==> config.mk <==
export PLATFORM = sky130hd
export DESIGN_NAME = bcd_serial_adder
export DESIGN_NICKNAME = d
export VERILOG_FILES = /design/src/rtl/bcd_pkg.sv /design/src/rtl/bcd_digit_add.sv /design/src/rtl/bcd_serial_adder.sv
export SDC_FILE = /design/constraint.sdc
export NUM_CORES = 1
export LEC_CHECK = 0
export ABC_CLOCK_PERIOD_IN_PS = 5300
export BUFFER_PORTS_ARGS = -buffer_cell sky130_fd_sc_hd__buf_2
export CAP_MARGIN = 10
export CORE_MARGIN = 2
export CORE_UTILIZATION = 50
export CTS_CLUSTER_SIZE = 28
export DETAILED_ROUTE_END_ITERATION = 16
export PLACE_DENSITY = 0.75
export REMOVE_ABC_BUFFERS = 1
export SYNTH_ARGS = -nofsm -noshare
export SYNTH_HDL_FRONTEND = slang
export SYNTH_SLANG_ARGS = --single-unit
==> constraint.sdc <==
create_clock -name clk -period 5.3 [get_ports clk]
set_input_delay 1.325 -clock clk [delete_from_list [all_inputs] [get_ports clk]]
set_output_delay 1.325 -clock clk [all_outputs]
set_load 0.1 [all_outputs]
==> src/rtl/bcd_pkg.sv <==
// bcd_pkg: shared BCD digit type, digit limit and sequencer states
package bcd_pkg;
  typedef logic [3:0] bcd_digit_t;
  localparam bcd_digit_t BCD_MAX = 4'd9;
  typedef enum logic [1:0] {IDLE, RUN, DONE} state_t;
endpackage

==> src/rtl/bcd_digit_add.sv <==
// bcd_digit_add: single-digit BCD adder with decimal carry correction
module bcd_digit_add
  import bcd_pkg::*;
(
  input  bcd_digit_t x,
  input  bcd_digit_t y,
  input  logic       ci,
  output bcd_digit_t s,
  output logic       co
);
  logic [4:0] t;
  logic [4:0] tc;
  assign t  = {1'b0, x} + {1'b0, y} + {4'd0, ci};
  assign tc = t + 5'd6;
  assign co = t > {1'b0, BCD_MAX};
  assign s  = co ? tc[3:0] : t[3:0];
endmodule

==> src/rtl/bcd_serial_adder.sv <==
// bcd_serial_adder: digit-serial packed BCD adder, LSD first, one digit per clock
module bcd_serial_adder
  import bcd_pkg::*;
#(
  parameter int DIGITS = 4
) (
  input  logic                clk,
  input  logic                rst,
  input  logic                start,
  input  logic [4*DIGITS-1:0] a,
  input  logic [4*DIGITS-1:0] b,
  input  logic                cin,
  output logic                busy,
  output logic                done,
  output logic [4*DIGITS-1:0] sum,
  output logic                cout,
  output logic                invalid
);
  localparam int IW = DIGITS > 1 ? $clog2(DIGITS) : 1;
  state_t state, state_n;
  logic [IW-1:0] idx;
  logic [4*DIGITS-1:0] ra, rb;
  logic carry, last, dco;
  bcd_digit_t da, db, ds;
  assign da   = ra[4*idx +: 4];
  assign db   = rb[4*idx +: 4];
  assign last = idx == IW'(DIGITS - 1);
  bcd_digit_add u_digit (.x(da), .y(db), .ci(carry), .s(ds), .co(dco));
  always_comb begin
    state_n = state;
    state_n = state == IDLE ? (start ? RUN : IDLE) :
              state == RUN  ? (last ? DONE : RUN) : IDLE;
  end
  // busy/done are registered views of the state, so they trail it by one clock
  always_ff @(posedge clk) begin
    if (rst) begin
      state   <= IDLE;
      busy    <= 1'b0;
      done    <= 1'b0;
      sum     <= '0;
      cout    <= 1'b0;
      invalid <= 1'b0;
      idx     <= '0;
      carry   <= 1'b0;
      ra      <= '0;
      rb      <= '0;
    end else begin
      state <= state_n;
      busy  <= state == RUN;
      done  <= state == DONE;
      if (state == IDLE && start) begin
        ra      <= a;
        rb      <= b;
        carry   <= cin;
        sum     <= '0;
        cout    <= 1'b0;
        invalid <= 1'b0;
        idx     <= '0;
      end
      if (state == RUN) begin
        sum[4*idx +: 4] <= ds;
        carry           <= dco;
        invalid         <= invalid | (da > BCD_MAX) | (db > BCD_MAX);
        idx             <= last ? '0 : idx + 1'b1;
        if (last) cout <= dco;
      end
    end
  end
endmodule

==> results.yml <==
routing:
  vias: 2050
  avgRoutedWirePerCell_um: 12.9
  drc: 0
  ant_nets: 0
  drt_iter0_markers: 121
  viasPerCell: 5.13
  routed_wl_um: 5140
  drt_first_pass_iters: 4
worst_setup_path:
  regToRegEndpoint: "sum[10]"
  cp_slowest_cell: "dfxtp_1"
  worst_path_most_repeated_cell: "fa_1"
  rr_startpoint: "idx[1]"
  crit_start: "idx[1]"
  crit_fanout: 13
  cp_cell_sequence: "mux4_2 > fa_1 > fa_1 > xnor2_1 > ha_1 > nor2b_1 > a31o_1 > o31ai_4 > mux2_4 > nor2_2 > a22o_1"
  path_class: "reg2reg"
  cpPeakStageDelay_ns: 0.65
  reg2reg_slack_ns: 1.58
  critPathRequiredTime_ns: 5.59
  r2r_cells: 11
  endpoint_kind: "flip-flop"
  cp-start-kind: "flip-flop"
  crit_path_end: "sum[10]"
  arrival_ns: 4.01
power_and_ir_drop:
  switching_share_pct: 28.1
  pwr-share-comb_pct: 16.7
  peakVddDrop_mv: 0.177
  p_int_uw: 705
  power_switching_uw: 275
  p_leak_nw: 1.29
  pwr-share-seq_pct: 46.9
  pwr-share-clk_pct: 36.4
  power_density_mw_per_mm2: 327
sta:
  fin_crit_sh_pct: 70.2
  finalCriticalPeriod_ns: 3.72
  timing.hold.ws_ns: 0.454
  timing.final.max_slew_violations: 0
  max_freq_ghz: 0.269
  rsz0062_at_grt: "false"
  setup_violations: 0
  fin_tns_setup_ns: 0
  hold_viol_final: 0
  setup_ws_ns: 1.58
  max_slew_margin_pct: 51.0
  worstMarginPinSlew_ns: 0.732
  clock_skew_ns: 0.00750
final_layout:
  seq_area_mm2: 0.00114
  fin_cells: 400
  fin_util_pct: 62.6
  layout.nets: 376
  nFillCells: 425
  drive_gt1_share_pct: 25.8
  multiInputGateArea_mm2: 0.00128
  synthToLayoutAreaGrowth_pct: 19.4
  diodes: 0
placement:
  dp_hpwl_um: 3650
  gp_congestion: 0.912
  io_buffers: 55
  dp_cells: 384
  place_ws_ns: 1.58
global_routing:
  grt_pass1_vias: 2023
  grt_max_degree: 34
  grtUsageTotal_pct: 21.4
  antenna_found_initial: 0
  grt_pass1_wl_um: 8930
  grt-ovfl-total: 0
clocking:
  cts_tree: "yes"
  cts_resized: 0
  numCtsBuffers: 9
  cts-root-buf: "clkbuf_8"
  ctsHtreeMaxLevel: 3
  clk_latency_ns: 0.34
  clkTransAtPathRegs_ns: 0.06
  post-cts-setup-buffers: 0
  hold_buffers: 0
  cts_sinks: 57
  cts_buffer_depth: 2
synth:
  ys_warn_count: 0
  ys_ff_latch: 57
  avgSynthCellArea_um2: 9.06
  ys_types: 36
  synthFlopType: "dfxtp_1"
  synth_cells: 277
  yosys.area.top_type_share_pct: 45.5
  ys_seq_area_share_pct: 45.5
  synth_edf_count: 0
  syn_area_mm2: 0.00251
  yosysTopAreaCell: "dfxtp_1"
  synth_area_leaders: "dfxtp_1 45%, nand2_1 9.6%, a21oi_1 8.6%, mux4_2 7.2%, ha_1 5.0%"
  async_reset_ff_share_pct: 0
job:
  cap_viol_max_count: 0
die:
  die_h_um: 74.9
  fp.dieArea_mm2: 0.00560
  coreArea_mm2: 0.00479
  fp-row-count: 25
  initial_core_util_pct: 52.4
  ios: 56
  die_x_um: 74.9
run_status:
  outcome: "completed"
worst_hold_path:
  worstHoldPathType: "reg2reg"
==> power by group through the flow <==
| stage | Combinational (mW) | Sequential (mW) | Clock [mW] |
|---|---|---|---|
| 6_report | 0.164 | 0.460 | 0.357 |
| 3_3_place_gp | 0.160 | 0.469 | 0 |
| 4_1_cts | 0.165 | 0.460 | 0.364 |
| 5_1_grt | 0.184 | 0.462 | 0.385 |
| 2_1_floorplan | 0.101 | 0.483 | 0 |
| 3_5_place_dp | 0.164 | 0.469 | 0 |
==> cells in the mapped netlist (2+ instances only) <==
cell / number
nand2_1: 64
a21o_1: 2
and4_1: 3
fa_1: 2
a21oi_1: 43
ha_1: 10
nor3b_1: 2
buf_1: 3
dfxtp_1: 57
buf_2: 2
a22o_1: 8
nor2b_1: 6
clkbuf_1: 12
inv_1: 4
o21ai_0: 2
mux4_2: 8
a22oi_1: 9
xnor2_1: 2
nor2_1: 21
==> worst min path at each step <==
stage,start,cells after the start,to
3_3_place_gp,rb[2],2,rb[2]
2_1_floorplan,ra[10],2,ra[10]
6_report,ra[12],2,ra[12]
4_1_cts,rb[11],2,rb[11]
5_1_grt,ra[3],2,ra[3]
3_5_place_dp,rb[11],2,rb[11]
==> through the flow <==
step	total power, mW	area [um^2]
detailed placement	0.633	2820
global route	1.03	3000
floorplan	0.584	2440
finish	0.980	3000
CTS	0.988	3000
global placement	0.628	2820
==> cell type report <==
cell class                      count  area share (%)
Multi-Input combinational cell    198            42.9
Sequential cell                    57            38.1
Timing Repair Buffer               58            9.94
Clock buffer                       13            5.30
Tap cell                           67            2.80
Clock inverter                      3           0.501
Inverter                            4           0.501
==> state kept, by name, summed over array words and instances (netlist names) <==
register / flops
sum: 16
invalid: 1
ra: 16
carry: 1
rb: 16
done: 1
idx: 2
cout: 1
busy: 1
state: 2
==> metal layers <==
layer,share of wire [%],GRT usage (%),up-vias
met3,4.0,4.55,13
met1,46,26.7,920
met4,3.1,13.3,0
met2,47,33.8,53
met5,0,0,-
li1,-,-,1064
==> critical path, delay by kind of cell, from the launching register on <==
family | cells | cell delay, ns
compound gates | 3 | 0.68
xor+xnor | 1 | 0.18
fa+ha+maj | 3 | 1.10
flops | 1 | 0.65
mux | 2 | 0.75
simple gates | 2 | 0.31
==> cells in the final DEF, fill, tap and decap left out, types with 2 or more instances in the layout <==
cell,instances
a21o_1,2
a21oi_1,43
a22o_1,8
a22oi_1,9
and4_1,3
buf_2,55
buf_4,3
clkbuf_1,2
clkbuf_8,11
clkinv_2,3
dfxtp_1,57
fa_1,2
ha_1,10
inv_1,4
mux4_2,8
nand2_1,64
nor2_1,21
nor2b_1,6
o21ai_0,2
xnor2_1,2
==> kinds of logic after synthesis <==
family	synth area share (%)
buffers and inverters	3.54
XOR/XNOR	0.698
AO/OA/AOI/OAI	17.3
multiplexers	8.18
AND/OR/NAND/NOR	18.2
flip-flops	45.5
adder cells (fa/ha/maj)	6.58
Power figures use the tool's default switching activity.
